==> src/rtl/fir_seq_ctrl.sv <==
// ============================================================================
// fir_seq_ctrl : time-multiplexed FIR controller, one MAC per cycle over TAPS.
// Optional macro FIR_SAT_EN: 64-bit products/accumulator, saturating result.
// Revision: 1.0
// ============================================================================
`default_nettype none

module fir_seq_ctrl #(
   parameter int TAPS  = 5,
   parameter int IDX_W = 3
) (
   input  logic             clock,
   input  logic             reset,
   input  logic             io_cmd_valid,
   output logic             io_cmd_ready,
   input  logic [1:0]       io_cmd_op,
   input  logic [IDX_W-1:0] io_cmd_idx,
   input  logic [31:0]      io_cmd_data,
   output logic             io_rsp_valid,
   input  logic             io_rsp_ready,
   output logic [31:0]      io_rsp_data,
   output logic             io_busy
);

   localparam int CNT_W = (TAPS > 1) ? $clog2(TAPS) : 1;

   localparam logic [1:0] OP_LOAD  = 2'd0;
   localparam logic [1:0] OP_PUSH  = 2'd1;
   localparam logic [1:0] OP_READ  = 2'd2;
   localparam logic [1:0] OP_CLEAR = 2'd3;

   localparam logic [CNT_W-1:0] LAST_TAP = CNT_W'(TAPS - 1);

`ifdef FIR_SAT_EN
   localparam int ACC_W = 64;
`else
   localparam int ACC_W = 32;
`endif

   typedef enum logic [1:0] {
      ST_IDLE = 2'd0,
      ST_MAC  = 2'd1,
      ST_RESP = 2'd2
   } state_t;

   state_t           state_q, state_d;
   logic [31:0]      coef_q [TAPS];
   logic [31:0]      coef_d [TAPS];
   logic [31:0]      x_q    [TAPS];
   logic [31:0]      x_d    [TAPS];
   logic [ACC_W-1:0] acc_q, acc_d;
   logic [31:0]      result_q, result_d;
   logic [31:0]      rsp_data_q, rsp_data_d;
   logic [CNT_W-1:0] cnt_q, cnt_d;

   logic [31:0]      coef_sel;
   logic [31:0]      x_sel;
   logic [ACC_W-1:0] prod;
   logic [ACC_W-1:0] acc_sum;
   logic [31:0]      result_next;
   logic             cmd_fire;
   logic             idx_ok;

   assign coef_sel = coef_q[cnt_q];
   assign x_sel    = x_q[cnt_q];
   assign cmd_fire = io_cmd_valid && (state_q == ST_IDLE);
   assign idx_ok   = (32'(io_cmd_idx) < 32'(TAPS));

`ifdef FIR_SAT_EN
   // Sign-extended operands give the exact signed 64-bit product.
   assign prod    = {{32{coef_sel[31]}}, coef_sel} * {{32{x_sel[31]}}, x_sel};
   assign acc_sum = acc_q + prod;

   always_comb begin
      logic signed [63:0] s;
      s = $signed(acc_sum);
      if (s > 64'sd2147483647) begin
         result_next = 32'h7FFF_FFFF;
      end else if (s < -64'sd2147483648) begin
         result_next = 32'h8000_0000;
      end else begin
         result_next = s[31:0];
      end
   end
`else
   // Low 32 bits of a signed product do not depend on signedness.
   assign prod        = coef_sel * x_sel;
   assign acc_sum     = acc_q + prod;
   assign result_next = acc_sum;
`endif

   always_comb begin
      state_d    = state_q;
      coef_d     = coef_q;
      x_d        = x_q;
      acc_d      = acc_q;
      result_d   = result_q;
      rsp_data_d = rsp_data_q;
      cnt_d      = cnt_q;

      case (state_q)
         ST_IDLE: begin
            if (cmd_fire) begin
               case (io_cmd_op)
                  OP_LOAD: begin
                     if (idx_ok) begin
                        coef_d[io_cmd_idx] = io_cmd_data;
                     end
                  end
                  OP_PUSH: begin
                     for (int i = TAPS - 1; i >= 1; i--) begin
                        x_d[i] = x_q[i-1];
                     end
                     x_d[0]  = io_cmd_data;
                     acc_d   = '0;
                     cnt_d   = '0;
                     state_d = ST_MAC;
                  end
                  OP_READ: begin
                     rsp_data_d = result_q;
                     state_d    = ST_RESP;
                  end
                  OP_CLEAR: begin
                     for (int i = 0; i < TAPS; i++) begin
                        x_d[i] = '0;
                     end
                     result_d = '0;
                  end
                  default: begin
                  end
               endcase
            end
         end
         ST_MAC: begin
            acc_d = acc_sum;
            if (cnt_q == LAST_TAP) begin
               result_d = result_next;
               state_d  = ST_IDLE;
            end else begin
               cnt_d = cnt_q + 1'b1;
            end
         end
         ST_RESP: begin
            if (io_rsp_ready) begin
               state_d = ST_IDLE;
            end
         end
         default: begin
            state_d = ST_IDLE;
         end
      endcase
   end

   always_ff @(posedge clock or negedge reset) begin
      if (!reset) begin
         state_q    <= ST_IDLE;
         acc_q      <= '0;
         result_q   <= '0;
         rsp_data_q <= '0;
         cnt_q      <= '0;
         for (int i = 0; i < TAPS; i++) begin
            coef_q[i] <= '0;
            x_q[i]    <= '0;
         end
      end else begin
         state_q    <= state_d;
         acc_q      <= acc_d;
         result_q   <= result_d;
         rsp_data_q <= rsp_data_d;
         cnt_q      <= cnt_d;
         for (int i = 0; i < TAPS; i++) begin
            coef_q[i] <= coef_d[i];
            x_q[i]    <= x_d[i];
         end
      end
   end

   assign io_cmd_ready = (state_q == ST_IDLE);
   assign io_busy      = (state_q == ST_MAC);
   assign io_rsp_valid = (state_q == ST_RESP);
   assign io_rsp_data  = rsp_data_q;

endmodule

`default_nettype wire
==> config.mk <==
export PLATFORM = sky130hd
export DESIGN_NAME = fir_seq_ctrl
export DESIGN_NICKNAME = d
export VERILOG_FILES = /design/src/rtl/fir_seq_ctrl.sv
export SDC_FILE = /design/constraint.sdc
export NUM_CORES = 2
export LEC_CHECK = 0
export CAP_MARGIN = 0
export CORE_MARGIN = 2
export CORE_UTILIZATION = 60
export DETAILED_ROUTE_END_ITERATION = 8
export PLACE_DENSITY = 0.77
export SLEW_MARGIN = 25
export SYNTH_ARGS = -nofsm -noshare
export SYNTH_HDL_FRONTEND = slang
export SYNTH_SLANG_ARGS = --single-unit
==> constraint.sdc <==
create_clock -name clock -period 20.8 [get_ports clock]
set_clock_uncertainty 0.1 [all_clocks]
set_input_delay 4.16 -clock clock [delete_from_list [all_inputs] [get_ports clock]]
set_output_delay 4.16 -clock clock [all_outputs]
set_load 0.05 [all_outputs]
==> Word-level counts from Yosys, hierarchy flattened <==
Index checks and enable logic that the tools add are counted.
{ "op_classes": {"n_addsub": 2, "n_mul": 1, "div_mod_pow": 0, "order_cmp": 4, "n_eq_ne": 13, "shift": 0, "mux": 26, "bitwise_logic": 2, "n_reduce_logical": 13} }
{ "op_table": {"columns": ["op", "n"], "rows": [
  ["two-way mux 32 bit", 10],
  ["one-hot mux 160 bit (2 select lines)", 1],
  ["binary-select mux 32 bit (select 3 bit)", 2],
  ["bitwise mux 160 bit", 1],
  ["one-hot mux 32 bit (2 select lines)", 2],
  ["demux 32 bit (select 3 bit)", 1],
  ["adder 32 bit", 1],
  ["multiplier 32 x 32 -> 32 bit", 1],
  ["AND reduction 4 bit", 4],
  ["!= test 2 x 1 -> 1 bit (second input constant)", 5],
  ["two-way mux 3 bit", 3],
  ["AND reduction 3 bit", 3],
  [">= comparator 4 bit (second input constant)", 2],
  ["NOT 3 -> 4 bit", 2],
  ["equality test 2 bit (second input constant)", 3],
  ["two-way mux 2 bit", 3],
  ["one-hot mux 2 bit (3 select lines)", 1],
  ["one-hot mux 3 bit (2 select lines)", 1],
  ["equality test 2 x 1 -> 1 bit (second input constant)", 2],
  ["logical NOT 2 bit", 2],
  ["less-than comparator 4 x 1 -> 1 bit (second input constant)", 1],
  ["one-hot mux 2 bit (2 select lines)", 1],
  ["nonzero test 2 bit", 2],
  ["adder 3 x 1 -> 3 bit (second input constant)", 1],
  ["5 further kinds", 6]
]} }
{ "totals": {"reg_bits": 421, "latchBits": 0, "ram_bits": 0, "romBits": 0, "in_bits": 41, "out_inout_bits": 35, "memories": 0} }

==> Logic depth before layout (Yosys ltp) <==
{ "logic_depth": {"depth_word": 8, "mapped_depth": 38, "mapped_depth_nobuf": 31} }

==> Worst setup path after synthesis <==
OpenSTA, ideal clock, no wires.
{ "synth_timing": {"kind": "register to register", "from": "register cnt_q[0]", "to": "register acc_q[31]", "setup_time_ns": 0.132, "t_arrival_ns": 8.449, "required_ns": 20.568, "path_slack_ns": 12.119, "stages_incl_launch_ff": 37, "path_cell_list": "dfrtp_1 buf_4 buf_6 buf_6 buf_6 buf_4 buf_2 buf_1 mux2i_1 o22a_1 clkbuf_1 nor2_1 fa_1 fa_1 fa_1 inv_1 fa_1 inv_1 fa_1 inv_1 fa_1 inv_1 fa_1 inv_1 fa_1 inv_1 ha_1 a21o_1 a21o_1 a21oi_1 o21ai_0 or3_1 a21oi_1 o31ai_1 o31ai_1 xnor2_1 o21ai_1"} }
{ "synth_via": {"elab_chain_cells": 7} }
{ "synth_rtl": {"columns": ["element", "line", "rtl"], "rows": [
  ["start, declared", "54", "logic [CNT_W-1:0] cnt_q, cnt_d;"],
  ["start signal, assigned", "170", "cnt_q <= cnt_d;"],
  ["NOT 3 -> 4 bit (not written as such) *", "64, 65", null],
  ["binary-select mux 32 bit (select 3 bit) (on tied branches)", "64, 65", null],
  ["two-way mux 32 bit (on tied branches) (2 in series)", "64, 65", null],
  ["multiplier 32 x 32 -> 32 bit *", "87", "assign prod = coef_sel * x_sel;"],
  ["adder 32 bit *", "88", "assign acc_sum = acc_q + prod;"],
  ["one-hot mux 32 bit (2 select lines) *", "101", "case (state_q)"],
  ["end signal, assigned", "157", "acc_q <= '0;"],
  ["end signal, assigned", "167", "acc_q <= acc_d;"],
  ["end, declared", "51", "logic [ACC_W-1:0] acc_q, acc_d;"]
]} }
Every way passes the cells marked *; elsewhere a longest branch is shown, timed or not. The select of a mux whose other input is x is not followed.
A chain may end at the register's enable or synchronous reset.

==> Worst setup path after layout <==
{ "layout_timing": {"from": "register cnt_q[1]", "to": "register result_q[31]"} }
{ "layout_via": {"elab_chain_cells": 8} }
{ "layout_rtl": {"columns": ["element", "line", "rtl"], "rows": [
  ["NOT 3 -> 4 bit (not written as such)", "64, 65", null],
  ["binary-select mux 32 bit (select 3 bit) (on tied branches)", "64, 65", null],
  ["two-way mux 32 bit (on tied branches) (2 in series)", "64, 65", null],
  ["multiplier 32 x 32 -> 32 bit", "87", null],
  ["adder 32 bit", "88", null],
  ["two-way mux 32 bit", "136", "if (cnt_q == LAST_TAP) begin"],
  ["one-hot mux 32 bit (2 select lines)", "101", null],
  ["end signal, assigned", "168", "result_q <= result_d;"],
  ["end, declared", "52", "logic [31:0] result_q, result_d;"]
]} }
Several ways; a longest one is shown, not always the timed one. The select of a mux whose other input is x is not followed.

==> results.md <==
- Status: finished, final reports clean
- Critical Path RT: about 21000 ps
- Via/cell ratio: 5.75
- WP buf/inv: 7
- Area of the multi-input gates: between 20000 and 25000 µm²
- Num rows: 89
- Synth Register Bits: 421
- Largest net degree at the start of global routing: between 100 and 150
- Top_reg_cell synth: dfrtp_1
- Worst setup SP type: flip-flop
- Worst setup EP type: flip-flop
- Worst-Margin Slew: roughly 1100 ps
- CP max stage delay: between 900 and 1000 ps
- Final Slew Violations: 0
- Worst Slack Setup Final: between 10000 and 15000 ps
- Maximum buffer depth of the clock tree: 3
- Netlist cell types: 67
- Rel. slew slack: slightly below 30%
- Die Height: 247 µm
- Clk_lat worst skew: approximately 590 ps
- Detailed-route DRC error count: 0
- Fraction of layout cells with a size suffix above 1: 11.9%
- DR vias: between 20000 and 30000
- Family with the most delay on the worst path: adder cells
- CP Class: flip-flop to flip-flop
- Most common library cells after synthesis: inv_1 (503), fa_1 (438), dfrtp_1 (421)
- First-pass GRT wire length: 144000 µm
- Cts repair resizes: 0
- Hpwl dp: about 63000 µm
- Clock transition at path regs: roughly 60 ps
- Sum of negative setup slack: 0 ps
- Number of max-cap violations: 0
- Overall Global Routing Usage: between 30% and 40%
- Min cycle time layout: 10180 ps
- Hold Buf Count CTS: 0
- Clock Sinks: approximately 420
- Core ar.: 58800 µm²
- Post-synth ARST share: 100%
- Post-CTS setup buffers: 0
- CP most frequent cell: fa_1
- Period Utilization, post-route: around 49%
- Syn Area/Cell: 9.90 µm²
- Initial Utilization: between 60 and 70%
- Number of synthesis warnings: 0
- Crit path DAT: between 10000 and 15000 ps
- Full die area: 61100 µm²
- Fillcell total: roughly 4600
- H-Tree Depth: 2
- Final setup vio count: 0
- Met1 Track Usage GR: a little over two fifths
- GR Layer Usage met2: between 40% and 50%
- Total Wirelength: roughly 89000 µm
- Hold Vio Cnt, Final: 0
- Sequential-to-total area share from yosys stat: between 20% and 30%
- Overflow left after global routing: 0
- Number of antenna violations at the first check in global routing: 0
- Post-synth EDFFs: 0
- Die width: 247 µm
- HP Class: flip-flop to flip-flop
- TritonCTS clock tree: done
- Syn nets: approximately 4200
- Most frequent cell after synthesis: inv_1
- CP max stage cell: dfrtp_4
- Most area-consuming cells after synthesis: dfrtp_1 (30%), fa_1 (25%), mux2_2 (6.3%), inv_1 (5.3%), ha_1 (4.4%)
- Fmax: 98.2 MHz
- Setup Slack @ Placement: between 10000 and 15000 ps
- Post-route ant nets: 0
- Port Buffer Count: 75
- Busiest grt layer: met2
- Vias in the first global route: approximately 26000
- Per-cell routed wire length: slightly above 20 µm
- Grt met3 use: 5.57%
- Register Area: 10500 µm²
- Nets: approximately 4200
- GP Congestion: about 0.92
- DR iter-0 viols: 2003
- Syn Std Cell Area: roughly 35000 µm²
- Top-area cell type share of the netlist area: about 30%
- Yosys top cell by area: dfrtp_1
- RSZ-0062 raised after global routing: false
- First-pass detailed-route iteration total: 6
- Inserted Clock Buffers: 45
- Root buffer cell: clkbuf_16
- Post-Syn Instances: 3584
- Layout area overhead: 8.31%
- I/O pins: 76
- Crit Path Max Fanout: 62
path summary, 6_finish.rpt:
| kind | startpoint | endpoint | slack [ps] | cells past startpoint |
|---|---|---|---|---|
| max | cnt_q[1]$_DFFE_PN0P_ | result_q[31]$_DFFE_PN0P_ | 10620 | 30 |
| max in group asynchronous | reset | x_q[140]$_DFFE_PN0P_ | 14380 | 4 |
| max reg2reg | cnt_q[1]$_DFFE_PN0P_ | result_q[31]$_DFFE_PN0P_ | 10620 | 30 |
| min | acc_q[6]$_DFFE_PN0P_ | acc_q[6]$_DFFE_PN0P_ | 380 | 2 |
| min reg2reg | acc_q[6]$_DFFE_PN0P_ | acc_q[6]$_DFFE_PN0P_ | 380 | 2 |
| min in group asynchronous | reset | io_rsp_data[21]$_DFFE_PN0P_ | 3490 | 1 |
worst register-to-register path, delay by kind of cell (launching register included):
family | cells | cell delay [ps]
compound gates | 10 | 2430
simple gates | 3 | 820
buf+inv | 7 | 1090
fa+ha+maj | 9 | 4380
xor+xnor | 1 | 200
flops | 1 | 990
registers in the layout, summed over array words and instances, names as in the netlist:
| name | cells |
|---|---|
| state_q | 2 |
| cnt_q | 3 |
| result_q | 32 |
| x_q | 160 |
| coef_q | 160 |
| acc_q | 32 |
| io_rsp_data | 32 |
per-layer routing:
metal  share of wire, %  vias up
li1                   -    11200
met1                 41    12800
met2                 46      947
met3                7.9      244
met4                4.8        0
met5                  0        -
stage by stage:
stage / instances / hold WS, ps / util (%) / instance area [µm²]
2_1_floorplan: 3584 / 339 / - / 35500
3_3_place_gp: 4296 / 352 / 62.7 / 36900
3_5_place_dp: 4296 / 363 / 62.7 / 36900
4_1_cts: 4376 / 382 / 65.4 / 38400
5_1_grt: 4377 / 402 / 65.4 / 38400
6_report: 4378 / 381 / 65.4 / 38400
layout by cell type, fill, tap and decap left out, drive strengths merged, types with 11 or more instances in the layout:
master / count
nor2: 361
clkdlybuf4s50: 73
clkbuf: 59
o22a: 12
xnor2: 56
mux2: 199
nand2b: 207
xor2: 16
fa: 438
o22ai: 18
nor2b: 16
inv: 507
nand2: 379
o2bb2ai: 38
ha: 126
a21o: 20
and2: 11
o21a: 23
a21oi: 47
buf: 67
mux2i: 114
o21ai: 255
or2: 42
dfrtp: 421
area by class of cell:
class	instances	area share (%)
flip-flops and latches	421	27.4
inverters	503	4.91
well taps	773	2.52
clock inverters	22	0.716
repair buffers	141	3.27
clock buffers	58	3.34
multi-input cells	2459	57.8
diodes	1	0.00651
cell families after synthesis:
group                    count (synthesis)  synth area share [%]
adder cells (fa/ha/maj)                564                  29.1
buffers and inverters                  704                  7.99
XOR/XNOR                                79                  2.22
AND/OR/NAND/NOR                       1040                  13.2
multiplexers                           317                  9.78
AO/OA/AOI/OAI                          459                  8.01
flip-flops                             421                  29.7
Power is not shown: default switching activity piles up to over one toggle a cycle in this logic, so the estimate is an artifact.
